[config.mk]
export PLATFORM = sky130hd
export DESIGN_NAME = sha256_round_engine
export DESIGN_NICKNAME = d
export VERILOG_FILES = /design/src/rtl/sha256_round_engine.sv
export SDC_FILE = /design/constraint.sdc
export NUM_CORES = 2
export LEC_CHECK = 0
export BUFFER_PORTS_ARGS = -buffer_cell sky130_fd_sc_hd__buf_4
export CAP_MARGIN = 20
export CORE_AREA = 2 2 504 506
export CTS_CLUSTER_DIAMETER = 30
export DETAILED_ROUTE_END_ITERATION = 7
export DIE_AREA = 0 0 506 508
export PLACE_DENSITY_LB_ADDON = 0.1
export SYNTH_ARGS = -nofsm -noshare
export SYNTH_HDL_FRONTEND = slang
export SYNTH_SLANG_ARGS = --single-unit
[constraint.sdc]
create_clock -name clk -period 16.8 [get_ports clk]
set_clock_uncertainty 0.1 [all_clocks]
set_input_delay 1.68 -clock clk [delete_from_list [all_inputs] [get_ports clk]]
set_output_delay 1.68 -clock clk [all_outputs]
set_load 0.02 [all_outputs]
[src/rtl/sha256_round_engine.sv]
// SHA-256 compression engine: one 512-bit block per operation, ROUNDS_PER_CYCLE rounds per clock.
// Optional digest <= target comparator is built only when SHA_TARGET_CMP_EN is defined.
//
// state   | meaning
// IDLE    | waiting for start; block, chaining value and working vars captured on accept
// RUN     | ROUNDS_PER_CYCLE rounds per edge until 64 rounds are done
// FINAL   | feed-forward add into digest, pulse done, return to IDLE
module sha256_round_engine #(
    parameter int unsigned ROUNDS_PER_CYCLE = 1
) (
    input  logic         clk,
    input  logic         n_rst,
    input  logic         start,
    input  logic         abort,
    input  logic [511:0] block_in,
    input  logic [255:0] h_in,
    input  logic [255:0] target,
    output logic         busy,
    output logic         done,
    output logic [255:0] digest,
    output logic         meets_target
);

    generate
        if (!(ROUNDS_PER_CYCLE == 1 || ROUNDS_PER_CYCLE == 2 ||
              ROUNDS_PER_CYCLE == 4 || ROUNDS_PER_CYCLE == 8)) begin : g_bad_rpc
            $error("ROUNDS_PER_CYCLE must be 1, 2, 4 or 8");
        end
    endgenerate

    localparam logic [6:0] RND_STEP = 7'(ROUNDS_PER_CYCLE);
    localparam logic [6:0] RND_LAST = 7'(64 - ROUNDS_PER_CYCLE);

    localparam logic [31:0] K_TAB [64] = '{
        32'h428a2f98, 32'h71374491, 32'hb5c0fbcf, 32'he9b5dba5, 32'h3956c25b, 32'h59f111f1, 32'h923f82a4, 32'hab1c5ed5,
        32'hd807aa98, 32'h12835b01, 32'h243185be, 32'h550c7dc3, 32'h72be5d74, 32'h80deb1fe, 32'h9bdc06a7, 32'hc19bf174,
        32'he49b69c1, 32'hefbe4786, 32'h0fc19dc6, 32'h240ca1cc, 32'h2de92c6f, 32'h4a7484aa, 32'h5cb0a9dc, 32'h76f988da,
        32'h983e5152, 32'ha831c66d, 32'hb00327c8, 32'hbf597fc7, 32'hc6e00bf3, 32'hd5a79147, 32'h06ca6351, 32'h14292967,
        32'h27b70a85, 32'h2e1b2138, 32'h4d2c6dfc, 32'h53380d13, 32'h650a7354, 32'h766a0abb, 32'h81c2c92e, 32'h92722c85,
        32'ha2bfe8a1, 32'ha81a664b, 32'hc24b8b70, 32'hc76c51a3, 32'hd192e819, 32'hd6990624, 32'hf40e3585, 32'h106aa070,
        32'h19a4c116, 32'h1e376c08, 32'h2748774c, 32'h34b0bcb5, 32'h391c0cb3, 32'h4ed8aa4a, 32'h5b9cca4f, 32'h682e6ff3,
        32'h748f82ee, 32'h78a5636f, 32'h84c87814, 32'h8cc70208, 32'h90befffa, 32'ha4506ceb, 32'hbef9a3f7, 32'hc67178f2
    };

    typedef enum logic [1:0] {S_IDLE, S_RUN, S_FINAL} state_e;

    function automatic logic [31:0] rotr(input logic [31:0] x, input int unsigned n);
        rotr = (x >> n) | (x << (32 - n));
    endfunction

    function automatic logic [31:0] bsig0(input logic [31:0] x);
        bsig0 = rotr(x, 2) ^ rotr(x, 13) ^ rotr(x, 22);
    endfunction

    function automatic logic [31:0] bsig1(input logic [31:0] x);
        bsig1 = rotr(x, 6) ^ rotr(x, 11) ^ rotr(x, 25);
    endfunction

    function automatic logic [31:0] ssig0(input logic [31:0] x);
        ssig0 = rotr(x, 7) ^ rotr(x, 18) ^ (x >> 3);
    endfunction

    function automatic logic [31:0] ssig1(input logic [31:0] x);
        ssig1 = rotr(x, 17) ^ rotr(x, 19) ^ (x >> 10);
    endfunction

    state_e       state_q, state_d;
    logic [31:0]  st_q  [8];
    logic [31:0]  st_d  [8];
    logic [31:0]  hin_q [8];
    logic [31:0]  hin_d [8];
    logic [31:0]  w_q   [16];
    logic [31:0]  w_d   [16];
    logic [31:0]  cw    [8];
    logic [31:0]  ww    [16];
    logic [6:0]   rnd_q, rnd_d;
    logic [255:0] digest_q, digest_d, dig_sum;
    logic         meets_q, meets_d, done_q, done_d, cmp_le;
    logic [31:0]  t1, t2, wnew;
    logic [5:0]   kidx;

    always_ff @(posedge clk or negedge n_rst) begin
        if (!n_rst) begin
            state_q <= S_IDLE;
        end else begin
            state_q <= state_d;
        end
    end

    always_comb begin
        state_d = state_q;
        case (state_q)
            S_IDLE:  if (start && !abort) state_d = S_RUN;
            S_RUN: begin
                if (abort)                  state_d = S_IDLE;
                else if (rnd_q == RND_LAST) state_d = S_FINAL;
            end
            S_FINAL: state_d = S_IDLE;
            default: state_d = S_IDLE;
        endcase
    end

    always_comb begin
        busy         = (state_q != S_IDLE);
        done         = done_q;
        digest       = digest_q;
        meets_target = meets_q;
    end

    // Round cascade: a..h in cw[0..7], ww[0] is W[t]; window slides one word per round.
    always_comb begin
        cw   = st_q;
        ww   = w_q;
        t1   = '0;
        t2   = '0;
        wnew = '0;
        kidx = '0;
        for (int r = 0; r < int'(ROUNDS_PER_CYCLE); r++) begin
            kidx = rnd_q[5:0] + 6'(r);
            t1   = cw[7] + bsig1(cw[4]) + ((cw[4] & cw[5]) ^ (~cw[4] & cw[6])) + K_TAB[kidx] + ww[0];
            t2   = bsig0(cw[0]) + ((cw[0] & cw[1]) ^ (cw[0] & cw[2]) ^ (cw[1] & cw[2]));
            wnew = ssig1(ww[14]) + ww[9] + ssig0(ww[1]) + ww[0];
            for (int i = 7; i > 0; i--) cw[i] = cw[i-1];
            cw[4] = cw[4] + t1;
            cw[0] = t1 + t2;
            for (int i = 0; i < 15; i++) ww[i] = ww[i+1];
            ww[15] = wnew;
        end
    end

    always_comb begin
        dig_sum = '0;
        for (int i = 0; i < 8; i++) dig_sum[255-32*i -: 32] = hin_q[i] + st_q[i];
    end

`ifdef SHA_TARGET_CMP_EN
    assign cmp_le = (dig_sum <= target);
`else
    logic unused_target;
    assign unused_target = ^target;
    assign cmp_le        = 1'b0;
`endif

    always_comb begin
        st_d     = st_q;
        hin_d    = hin_q;
        w_d      = w_q;
        rnd_d    = rnd_q;
        digest_d = digest_q;
        meets_d  = meets_q;
        done_d   = 1'b0;
        case (state_q)
            S_IDLE: begin
                if (start && !abort) begin
                    rnd_d = '0;
                    for (int i = 0; i < 8; i++) begin
                        st_d[i]  = h_in[255-32*i -: 32];
                        hin_d[i] = h_in[255-32*i -: 32];
                    end
                    for (int i = 0; i < 16; i++) w_d[i] = block_in[511-32*i -: 32];
                end
            end
            S_RUN: begin
                if (!abort) begin
                    st_d  = cw;
                    w_d   = ww;
                    rnd_d = rnd_q + RND_STEP;
                end
            end
            S_FINAL: begin
                if (!abort) begin
                    digest_d = dig_sum;
                    meets_d  = cmp_le;
                    done_d   = 1'b1;
                end
            end
            default: ;
        endcase
    end

    always_ff @(posedge clk or negedge n_rst) begin
        if (!n_rst) begin
            st_q     <= '{default: '0};
            hin_q    <= '{default: '0};
            w_q      <= '{default: '0};
            rnd_q    <= '0;
            digest_q <= '0;
            meets_q  <= 1'b0;
            done_q   <= 1'b0;
        end else begin
            st_q     <= st_d;
            hin_q    <= hin_d;
            w_q      <= w_d;
            rnd_q    <= rnd_d;
            digest_q <= digest_d;
            meets_q  <= meets_d;
            done_q   <= done_d;
        end
    end

endmodule

Word-level counts from Yosys, hierarchy flattened
Memory sizes are Yosys's and may differ from the RTL's.
Index checks and enable logic that the tools add are counted.
W data, S select, Z words.

operators by class
  add/subtract/negate cells = 19
  $lt $le $gt $ge = 1
  equal/unequal tests = 6
  multiplexer cells = 17
  bitwise operators = 29
  reductions and logical operators = 9

operators by type and width
  cell                   number
  $mux W512              2
  $pmux W512 S2          1
  $add A32 B32 Y32       18
  $mux W256              2
  $pmux W256 S2          1
  $xor A32 B32 Y32       9
  $and A32 B32 Y32       5
  $mux W32               2
  $not A32 Y32           1
  $or A10 B32 Y32        1
  $or A13 B32 Y32        1
  $or A14 B32 Y32        1
  $or A15 B32 Y32        1
  $or A19 B32 Y32        1
  $or A21 B32 Y32        1
  $or A25 B32 Y32        1
  $or A26 B32 Y32        1
  $or A30 B32 Y32        1
  $or A7 B32 Y32         1
  $xor A32 B22 Y32       1
  $xor A32 B29 Y32       1
  $mux W7                2
  $pmux W7 S2            1
  $add A7 B1 Y7 const B  1
  other kinds (17)       24

storage, ports and cells
  flip-flop bits (word level) = 1290
  bits in read-only memories = 2048
  output and inout bits = 259
  memories kept = 1

memories
  name              depth  width  read ports  clocked after Yosys merged registers in  wr ports  line  source
  (name not given)  64     32     1           0                                        0         120   t1 = cw[7] + bsig1(cw[4]) + ((cw[4] & cw[5]) ^ (~cw[4] & cw[6])) + K_TAB[kidx] + ww[0];

Depth between registers and ports, before layout
  word-level depth = 10
  depth in mapped cells = 38
  gate-level depth less buffers = 36

Least setup slack after synthesis
OpenSTA, ideal clock, no wires.

  path type = flip-flop to flip-flop
  start = register rnd_q[2]
  end = register st_q (netlist bit cw[223])
  setup time = 0.127 ns
  arrival time = 7.563 ns
  data required time = 16.573 ns
  slack = 9.010 ns
  cell stages (with the launch flop) = 34
  path buffers = 3
  cells stage by stage = dfrtp_1 -> clkbuf_1 -> inv_1 -> clkbuf_1 -> clkbuf_1 -> ha_1 -> nor2_1 -> nand2_1 -> o21ai_0 -> mux4_2 -> fa_1 -> inv_1 -> ha_1 -> and4_1 -> o21ai_0 -> o221ai_1 -> a31oi_1 -> o221ai_1 -> a311oi_1 -> o21ai_0 -> a21o_1 -> a21oi_1 -> xnor2_1 -> inv_1 -> fa_1 -> inv_1 -> ha_1 -> a21o_1 -> a21oi_1 -> nand2_1 -> a2111o_1 -> o311a_1 -> mux2i_1 -> nand3_1

on the way
  longest elaborated chain between the ends = 9

RTL lines
  element                                       line  source
  start: declaration                            76    logic [6:0] rnd_q, rnd_d;
  start signal: assignment                      194   rnd_q <= rnd_d;
  $not A6 Y7 (implied by the code)              120
  $mem_v2 Z64 W32                               -
  $mux W32 (implied by the code) (2 in series)  120
  $add A32 B32 Y32 (2 in series)                120
  $add A32 B32 Y32                              125   cw[0] = t1 + t2;
  $mux W256                                     164   if (!abort) begin
  $pmux W256 S2                                 152   case (state_q)
  end signal: assignment                        191   st_q <= st_d;
  end: declaration                              68    logic [31:0] st_q [8];

Every way passes these cells. The select of a mux whose other input is x is not followed.
A chain may end at the register's enable or synchronous reset.

Final worst setup path
  start = register rnd_q[0]
  end = register st_q (netlist bit cw[223])

The elaborated chain is that of the path after synthesis.

==> metrics.cfg <==
[run_status]
outcome = complete, no violations

[cts]
ctsResizeCount = 0
cts-root-buf = clkbuf_16
cts_setup_buffers = 0
tritoncts_num_sinks = 1290
cts_buffers = 368
clk_pin_slew_ps = 40
cts_hold_buf = 0
cts_tree = done
clkLatencyLatePin_ps = 890
cts_max_path_buffers = 4
htreeDepth = 5

[critical_path]
worstRegToRegCells = 31
crit_top_cell = inv_1
worst_ep_required_time_ps = 17440
path_buf_inv = 5
critPathSlowestCell = ha_1
slowest_delay_ps = 890
timing.rr.start = rnd_q[0]$_DFFE_PN0P_
crit_cells = 31
startpoint = rnd_q[0]$_DFFE_PN0P_
cp_top_family = compound AO/OA/AOI/OAI gates
regToRegEndpoint = cw[223]$_DFFE_PN0P_
cp-start-kind = flop
r2r_slack_ps = 7090
end_kind = flop
arrival_ps = 10350
path_class = reg2reg
cp_max_fo = 21

[global_routing]
antenna_found_initial = 61
grtUsageMet3 = 0.0630
grt.total_usage = 0.276
grtUsageMet1 = 0.355
grt_pass1_vias = 74046
grt_busiest_layer = met2
grt_pass1_wl_um = 520000
grt_use_met2 = 0.452
grt_overflow = 0
grt_max_degree = 252

[timing]
maxSlewViolCount = 0
tns_ps = 0
relSlewSlack = 0.171
tightest_slew_ps = 1240
finalCriticalPeriod_ps = 9710
fmax_mhz = 103
finalHoldViolCount = 0
finalSetupViolCount = 0
rsz0062_at_grt = no
fin_crit_sh = 0.578

[route]
dr.pass1.iters = 6
postRouteAntennaNets = 0
post_drt_via_cell_ratio = 5.15
routed_wl_um = 365000
vias = 74580
drc_errors = 0
wl_per_cell_um = 25.3
drt-initial-drc-count = 5918

[hold_path]
hp-class = reg2reg
worst_hold_path.endpoint = digest[110]$_DFFE_PN0P_
hp-start = digest[110]$_DFFE_PN0P_
hold_path_depth = 2

[run]
cap_violations = 0

[final_layout]
final_common_cell = nand2_1
final_cell_mix = nand2_1, dfrtp_1, buf_4, nor2_1, a31oi_1
design_area_sq_um = 105000
area_growth_pct = 29.3
drive_gt1_frac = 0.166
num-nets-final = 12399

[logic_synthesis]
synth_ff_type = dfrtp_1
synthesis.area_sq_um = 81000
synth_edf_count = 0
synth_top_cell_by_area = dfrtp_1
ys_async_sr_fraction = 1.00
yosys-top-cells-area = dfrtp_1, nand2_1, ha_1
yosysWarnings = 0
synth_cell_type_count = 87
synth_seq_area_share = 0.399
avgSynthCellArea_sq_um = 8.19
ys_ff_latch = 1290
syn-num-nets = 11515
synth_top_area_frac = 0.399
syn-instance-count = 9893

[floorplanning]
floorplan.initialDensity = 0.321
fp.coreArea_sq_um = 252000
fp.dieArea_sq_um = 257000
dieWidth_um = 506
num_rows = 185
die_h_um = 508
io-pin-count = 1287

[place]
gp_congestion = 0.925
hpwl_um = 283000
portBuffers = 1029
dpl_cell_area_sq_um = 91600

synth_stat cells (all sizes together), types with 74 or more instances:
library cell     n
a21oi          389
xnor2          322
nand2         2655
nor3            78
o21ai          550
xor2           251
dfrtp         1290
fa             195
inv            474
ha             399
nand3           81
a31oi          736
nor2           965
a21o           230
nand2b          74
clkbuf         585
area by class of cell:
class                   count  area, sq um
diodes                     25         62.6
clock buffers             499        10400
clock inverters           174         2590
fillers                 25620       148000
inverters                 474         1780
multi-input cells        7503        44600
flip-flops and latches   1290        32300
well taps                3366         4210
repair buffers           1140         8770
worst min-delay path: cells and delay by family, from the launching register on:
family	cells	cell delay (ps)
DFF	1	340
and+or+nand+nor	2	90
metal layers:
metal	part of all wire	vias to the layer above	routed length (um)
li1	-	35046	-
met1	0.42	36390	155000
met2	0.47	2472	171000
met3	0.068	604	24900
met4	0.038	68	14100
met5	0.0012	-	441
flip-flops by register name (all words and copies together) (netlist names):
| signal | flops |
|---|---|
| hin_q | 256 |
| st_q | 64 |
| done | 1 |
| w_q | 512 |
| digest | 256 |
| state_q | 2 |
| cw | 192 |
| rnd_q | 7 |
cell families (layout without fill, tap and decap cells):
family / after synthesis / in the layout / synth area share
buffers and inverters: 1100 / 2287 / 0.0512
AO/OA/AOI/OAI: 2234 / 2234 / 0.170
multiplexers: 67 / 67 / 0.0102
flip-flops: 1290 / 1290 / 0.399
AND/OR/NAND/NOR: 4030 / 4030 / 0.198
other: 1 / 26 / 0.0000463
XOR/XNOR: 574 / 574 / 0.0623
adder cells (fa/ha/maj): 597 / 597 / 0.110
worst max-delay path by stage:
stage | slack, ps | to
2_1_floorplan | 9010 | cw[223]$_DFFE_PN0P_
3_3_place_gp | 7170 | cw[223]$_DFFE_PN0P_
3_5_place_dp | 7240 | cw[223]$_DFFE_PN0P_
4_1_cts | 7210 | cw[223]$_DFFE_PN0P_
5_1_grt | 6660 | cw[223]$_DFFE_PN0P_
6_report | 7090 | cw[223]$_DFFE_PN0P_
through the flow:
stage          hold slack, ps  cells  setup slack, ps  utilization
3_3_place_gp              355  13772             7170        0.363
5_1_grt                   391  14452             6660        0.415
3_5_place_dp              360  13772             7240        0.363
2_1_floorplan             349   9893             9010            -
4_1_cts                   370  14445             7210        0.415
6_report                  364  14471             7090        0.415
Power is left out: the tool's default activity adds up to more than one toggle a clock period on the data nets, which glitch-free logic cannot reach.
